**config.mk**
```make
export PLATFORM = sky130hd
export DESIGN_NAME = hamming_secded_decoder
export DESIGN_NICKNAME = d
export VERILOG_FILES = /design/src/rtl/hamming_secded_decoder.sv
export SDC_FILE = /design/constraint.sdc
export NUM_CORES = 1
export LEC_CHECK = 0
export BUFFER_PORTS_ARGS = -buffer_cell sky130_fd_sc_hd__buf_2
export CELL_PAD_IN_SITES_DETAIL_PLACEMENT = 1
export CELL_PAD_IN_SITES_GLOBAL_PLACEMENT = 1
export CORE_AREA = 2 2 88 90
export DETAILED_ROUTE_END_ITERATION = 12
export DIE_AREA = 0 0 90 92
export GPL_ROUTABILITY_DRIVEN = 0
export PLACE_DENSITY = 0.78
export SLEW_MARGIN = 20
export SYNTH_ARGS = -nofsm -noshare
export SYNTH_HDL_FRONTEND = slang
export SYNTH_SLANG_ARGS = --single-unit
```
**constraint.sdc**
```tcl
create_clock -name clk -period 1.6 [get_ports clk]
set_input_delay 0.32 -clock clk [delete_from_list [all_inputs] [get_ports clk]]
set_output_delay 0.32 -clock clk [all_outputs]
set_load 0.05 [all_outputs]
```
**src/rtl/hamming_secded_decoder.sv**
```systemverilog
// SEC-DED decoder for 16 data + 6 check bits. It has a two-stage pipeline with valid/ready handshaking on both sides.
// Defining HAMMING_ERR_COUNT_EN builds the saturating error counters; without it err_*_cnt read 0 and cnt_clr is ignored.
module hamming_secded_decoder #(
    parameter int CNT_W = 8
) (
    input  logic             clk,
    input  logic             rst,
    input  logic             in_valid,
    output logic             in_ready,
    input  logic [15:0]      in_data,
    input  logic [5:0]       in_check,
    output logic             out_valid,
    input  logic             out_ready,
    output logic [15:0]      out_data,
    output logic [4:0]       out_syndrome,
    output logic             out_err_single,
    output logic             out_err_double,
    input  logic             cnt_clr,
    output logic [CNT_W-1:0] err_single_cnt,
    output logic [CNT_W-1:0] err_double_cnt
);

    // Codeword position of each data bit; powers of two hold the check bits.
    localparam logic [4:0] DPOS [16] = '{
        5'd3,  5'd5,  5'd6,  5'd7,  5'd9,  5'd10, 5'd11, 5'd12,
        5'd13, 5'd14, 5'd15, 5'd17, 5'd18, 5'd19, 5'd20, 5'd21
    };

    logic        advance;
    logic [4:0]  calc_c;
    logic [4:0]  syn_d;
    logic        par_d;

    logic        s1_valid;
    logic [15:0] s1_data;
    logic [4:0]  s1_syn;
    logic        s1_par;

    logic [15:0] fix_mask;
    logic        dec_single;
    logic        dec_double;
    logic [15:0] dec_data;

    assign advance  = !out_valid || out_ready;
    assign in_ready = advance || rst;

    always_comb begin
        calc_c = '0;
        for (int i = 0; i < 16; i++) begin
            for (int b = 0; b < 5; b++) begin
                calc_c[b] = calc_c[b] ^ (in_data[i] & DPOS[i][b]);
            end
        end
        syn_d = calc_c ^ in_check[4:0];
        par_d = ^{in_data, in_check};
    end

    always_ff @(posedge clk) begin
        if (rst) begin
            s1_valid <= 1'b0;
            s1_data  <= '0;
            s1_syn   <= '0;
            s1_par   <= 1'b0;
        end else if (advance) begin
            s1_valid <= in_valid;
            s1_data  <= in_data;
            s1_syn   <= syn_d;
            s1_par   <= par_d;
        end
    end

    // Odd overall parity with a syndrome inside the codeword is one flipped bit.
    // Syndrome 0 or a check-bit position means the data is already correct.
    always_comb begin
        for (int i = 0; i < 16; i++) begin
            fix_mask[i] = (DPOS[i] == s1_syn);
        end
        dec_single = s1_par && (s1_syn <= 5'd21);
        dec_double = (!s1_par && (s1_syn != 5'd0)) || (s1_par && (s1_syn > 5'd21));
        dec_data   = dec_single ? (s1_data ^ fix_mask) : s1_data;
    end

    always_ff @(posedge clk) begin
        if (rst) begin
            out_valid      <= 1'b0;
            out_data       <= '0;
            out_syndrome   <= '0;
            out_err_single <= 1'b0;
            out_err_double <= 1'b0;
        end else if (advance) begin
            out_valid      <= s1_valid;
            out_data       <= dec_data;
            out_syndrome   <= s1_syn;
            out_err_single <= s1_valid && dec_single;
            out_err_double <= s1_valid && dec_double;
        end
    end

`ifdef HAMMING_ERR_COUNT_EN
    logic             out_hs;
    logic [CNT_W-1:0] single_q;
    logic [CNT_W-1:0] double_q;

    assign out_hs = out_valid && out_ready;

    always_ff @(posedge clk) begin
        if (rst || cnt_clr) begin
            single_q <= '0;
            double_q <= '0;
        end else begin
            if (out_hs && out_err_single && (single_q != '1)) begin
                single_q <= single_q + CNT_W'(1);
            end
            if (out_hs && out_err_double && (double_q != '1)) begin
                double_q <= double_q + CNT_W'(1);
            end
        end
    end

    assign err_single_cnt = single_q;
    assign err_double_cnt = double_q;
`else
    logic unused_cnt_clr;

    assign unused_cnt_clr = cnt_clr;
    assign err_single_cnt = '0;
    assign err_double_cnt = '0;
`endif

endmodule

```
==> results_dict.tcl, run 1 <==
set metrics [dict create \
    outcome "finished clean" \
    port_buffers 50 \
    critPathKind "in -> reg" \
    place_hpwl_mm 4.51 \
    die_h_um 92 \
    die_x_um 90 \
    cts.htree.levels 2 \
    grt_max_degree 68 \
    synth_top_area_share_pct 39.0 \
    grt-ovfl-total 0 \
    worstPathArrival_ns 1.72 \
    drt_iter0_drc 67 \
    max_cap_violations 0 \
    grt_pass1_vias 2046 \
    drive_above_1_share_pct 28.5 \
    period_share_pct 93.7 \
    ys_types 28 \
    final-setup-viol-count 0 \
    dr.pass1.iters 6 \
    cellPowerDensity_nw_per_um2 1150 \
    critPathMaxFanout 2 \
    start_kind "input pin" \
    cts_resized 0 \
    die-area_um2 8280 \
    synth_edf_count 0 \
    path_clk_slew_ns 0.09 \
    syn_inst 287 \
    core_area_um2 7450 \
    fin_ws_ns 0.100 \
    synth_top_cell_by_area "dfxtp_1" \
    ant_nets 0 \
    initial_core_util_pct 32.4 \
    insertedDiodeCount 0 \
    synthTopCellsByArea "dfxtp_1, nand2_1, xnor2_1" \
    place_ws_ns -0.224 \
    slowest_stage "xnor3_1" \
    postLayoutCellArea_um2 3040 \
    ys.warnings.count 0 \
    area_delta_synth_final_pct 25.8 \
    drv_slew 0 \
    grt_pass1_wl_mm 9.83 \
    min_path_type "in -> reg" \
    io_pins 68 \
    async_flop_share_pct 0 \
    syn_area_um2 2410 \
    grt_usage_pct 14.7 \
    cp_cell_sequence "buf_2, xnor3_1, xnor2_2, xor2_1, xnor3_1, a211oi_2" \
    clock_path_buffers 2 \
    crit_top_cell "xnor3_1" \
    cts_setup_buffers 0 \
    power.leakage_uw 0.00135 \
    avgSynthCellArea_um2 8.41 \
    cts_tree "done" \
    wirelength_mm 5.87 \
    skew_ns 0.00549 \
    crit_path_end_kind "flip-flop" \
    clock_sinks 47 \
    synthMostInstantiatedCell "nand2_1" \
    crit_required_ns 1.82 \
    ys.flop_type "dfxtp_1" \
    ys_seq_elements 47 \
    antenna_found_initial 0 \
    viasPerCell 4.56 \
    hold_viol_final 0 \
    ys_seq_area_share_pct 39.0 \
    placed_area_um2 2890 \
    fp-row-count 32 \
    wl_per_cell_um 12.9 \
    max-vdd-ir-drop_mv 0.363 \
    route.detailed.drc 0 \
    cts_root_buffer "clkbuf_8" \
    vias 2080 \
    fin_nets 380 \
    max_stage_delay_ns 0.42 \
    max_clock_freq_mhz 667 \
    min_period_ns 1.50 \
    cts_made_buffers 5 \
    ctsHoldBuffers 0 \
    ys_top_cells_by_count "nand2_1, dfxtp_1, a21oi_1" \
    clock_latency_ns 0.30 \
]
==> area by class of cell <==
cell class                 instances  area, µm²
clock buffer                       6       82.6
clock inverter                     2       35.0
fill                             960       4410
inverter                           1       3.75
multi-input combinational        219       1360
sequential                        47        948
tap                              102        128
timing repair buffer              79        480
==> cell families (layout without fill, tap and decap cells) <==
family	count (synthesis)	count (layout)	synth area share [%]
xor gates and xnor gates	45	45	20.1
AOI/OAI and AO/OA	53	53	13.7
and+or+nand+nor	105	105	18.8
other	1	16	0.155
DFF	47	47	39.0
buffers and inverters	36	88	8.25
==> final timing paths <==
check / start / to / slack [ns] / depth (start not counted)
max: in_data[2] / s1_par / 0.10 / 6
min: in_data[3] / s1_data[3] / 0.28 / 3
max reg2reg: s1_syn[4] / out_data[10] / 0.12 / 4
min reg2reg: out_syndrome[0] / out_syndrome[0] / 0.45 / 2
==> power by group <==
part	total [µW]	switching (µW)	leakage, µW	internal [µW]
sequential	1400	105	0.000390	1300
combinational	1180	690	0.000897	489
clock	896	391	0.0000612	506
==> placed cells by master, fill, tap and decap left out, types with 2 or more instances in the layout <==
master and n:
xnor3_1 6, o21ai_0 5, nand3_1 4, dfxtp_1 43
nor3_1 2, or3_1 4, nor2_1 24, nand2b_1 4
a211oi_1 16, nand2_1 55, buf_4 28, a311oi_1 4
xor2_1 15, dfxtp_2 3, conb_1 16, xnor2_1 23
nor2b_2 2, clkbuf_8 6, a21oi_1 26, buf_2 50
nor3b_2 2
==> worst max-delay path, delay by kind of cell <==
kind | cells | cell delay (ns)
xor+xnor | 4 | 1.08
buf+inv | 1 | 0.09
compound gates | 1 | 0.22
==> per-layer routing <==
layer / wire, µm / part of all wire, % / track usage, % / vias to the layer above
met5: 0 / 0 / 0 / -
met4: 67 / 1.1 / 4.23 / 0
met3: 293 / 5.0 / 3.29 / 6
met2: 2700 / 46 / 24.7 / 51
met1: 2810 / 48 / 19.0 / 966
li1: - / - / - / 1057
==> through the flow <==
stage	hold slack, ns	power [µW]	TNS (ns)	util (%)	std cells
floorplan	0.437	2250	0	-	302
global placement	0.442	2550	-0.283	38.8	448
detailed placement	0.442	2590	-0.465	38.8	448
CTS	0.276	3500	0	40.4	456
global route	0.289	3660	-0.0143	40.8	456
finish	0.280	3480	0	40.8	456
==> sequential cells by signal, summed over array words and instances, names as in the netlist <==
register and cells:
out_data 16, out_err_double 1, out_err_single 1, out_syndrome 5
out_valid 1, s1_data 16, s1_par 1, s1_syn 5
s1_valid 1
Power figures use the tool's default switching activity.
==> inputs of run 2 (changes only) <==
PLACE_DENSITY = unset   (was 0.78)
PLACE_DENSITY_LB_ADDON = 0.1   (was unset)
==> results_dict.tcl, run 2 (synthesis gave the netlist of run 1 again) <==
set metrics [dict create \
    vias 2039 \
    whs_path_depth 3 \
    fin_nets 384 \
    period_share_pct 94.0 \
    die_h_um 92 \
    io_pins 68 \
    max_cap_violations 0 \
    core_area_um2 7450 \
    cts_tree "done" \
    drv_slew 0 \
    cts.htree.levels 2 \
    port_buffers 50 \
    cellPowerDensity_nw_per_um2 1090 \
    cts_resized 0 \
    timing.rr.end "out_data[11]" \
    critPathMaxFanout 7 \
    rsz0062_at_grt "yes" \
    final-setup-viol-count 0 \
    postLayoutCellArea_um2 3040 \
    area_delta_synth_final_pct 26.2 \
    most-common-layout-cells "nand2_1, buf_2, dfxtp_1" \
    num-fill-cells 939 \
    hold_start "in_valid" \
    placed_cells 452 \
    min_period_ns 1.50 \
    crit_required_ns 1.81 \
    relSlewSlack_pct 64.8 \
    max_stage_delay_ns 0.34 \
    final_common_cell "nand2_1" \
    ctsHoldBuffers 0 \
    path_clk_slew_ns 0.09 \
    fin_ws_ns 0.0967 \
    grt_pass1_wl_mm 9.83 \
    rrSetupSlack_ns 0.1 \
    grt_pass1_vias 1922 \
    max_clock_freq_mhz 665 \
    r2r-start "s1_syn[1]" \
    cts_root_buffer "clkbuf_8" \
    ant_nets 0 \
    cts_setup_buffers 0 \
    fp-row-count 32 \
    min_path_type "in -> reg" \
    start_kind "flip-flop" \
    top_regs "out_data: 16 flops, s1_data: 16 flops" \
    crit_top_cell "buf_4" \
    worstPathArrival_ns 1.71 \
    layout.cells.non_filler 460 \
    skew_ns 0.00744 \
    insertedDiodeCount 0 \
    dr.pass1.iters 4 \
    place_hpwl_mm 4.40 \
    max-vdd-ir-drop_mv 0.355 \
    wirelength_mm 6.03 \
    drive_above_1_share_pct 29.9 \
    grt-ovfl-total 0 \
    die_x_um 90 \
    crit_path_end_kind "flip-flop" \
    critPathKind "reg -> reg" \
    clock_path_buffers 2 \
    route.detailed.drc 0 \
    ff2ff_path_depth 5 \
    viasPerCell 4.43 \
    wl_per_cell_um 13.1 \
    clock_latency_ns 0.31 \
    cts_made_buffers 5 \
    place_ws_ns -0.166 \
    cp_cell_sequence "buf_4, nand2b_1, buf_4, or3_1, a311oi_1" \
    antenna_found_initial 0 \
    grt_max_degree 68 \
    die-area_um2 8280 \
    outcome "finished clean" \
    hold_viol_final 0 \
    drt_iter0_drc 61 \
    placed_area_um2 2920 \
    power.leakage_uw 0.00136 \
    slowest_stage "dfxtp_2" \
    clock_sinks 47 \
    finalPower_uw 3320 \
    grt_usage_pct 14.9 \
    hold_ws_ns 0.264 \
    worstMarginPinSlew_ns 0.528 \
    initial_core_util_pct 32.4 \
    hold_path_end "s1_valid" \
]
==> run 2: critical path, delay by kind of cell (launching register included) <==
| kind | cells | cell delay [ns] |
|---|---|---|
| AOI/OAI and AO/OA | 1 | 0.29 |
| DFF | 1 | 0.34 |
| and+or+nand+nor | 2 | 0.46 |
| buffers and inverters | 2 | 0.31 |
==> run 2: power breakdown <==
| group | switching (µW) | leakage [µW] | internal (µW) |
|---|---|---|---|
| clock network | 417 | 0.0000477 | 300 |
| logic | 704 | 0.000921 | 513 |
| registers | 90.0 | 0.000389 | 1290 |
==> run 2: stage by stage <==
| step | util, % | TNS [ns] |
|---|---|---|
| 2_1_floorplan | - | 0 |
| 3_3_place_gp | 39.2 | -0.318 |
| 3_5_place_dp | 39.2 | -0.373 |
| 4_1_cts | 40.3 | 0 |
| 5_1_grt | 40.9 | -0.0187 |
| 6_report | 40.9 | 0 |
==> run 2: how the worst max path moves through the flow <==
stage | start | endpoint | slack (ns) | cells past startpoint
final | s1_syn[1] | out_data[11] | 0.1 | 5
after global placement | in_data[2] | s1_par | -0.16 | 6
after global routing | s1_syn[2] | out_data[15] | -0.02 | 4
after floorplan | in_data[8] | s1_par | 0.01 | 5
after CTS | s1_syn[3] | out_data[11] | 0.03 | 4
after detailed placement | in_data[2] | s1_par | -0.17 | 6
==> run 2: metal layers <==
metal / track usage (%) / part of all wire (%) / routed length (µm)
met4: 5.38 / 1.4 / 87
met2: 23.5 / 43 / 2620
met5: 0 / 0 / 0
met3: 3.04 / 4.8 / 287
met1: 20.2 / 50 / 3030
==> run 2: cell type report <==
| type | instances | area, µm² | share of cell area (%) |
|---|---|---|---|
| Multi-Input combinational cell | 219 | 1380 | 45.2 |
| Clock buffer | 5 | 68.8 | 2.26 |
| Tap cell | 102 | 128 | 4.19 |
| Sequential cell | 47 | 943 | 31.0 |
| Inverter | 1 | 3.75 | 0.123 |
| Timing Repair Buffer | 83 | 510 | 16.8 |
| Clock inverter | 3 | 15.0 | 0.493 |
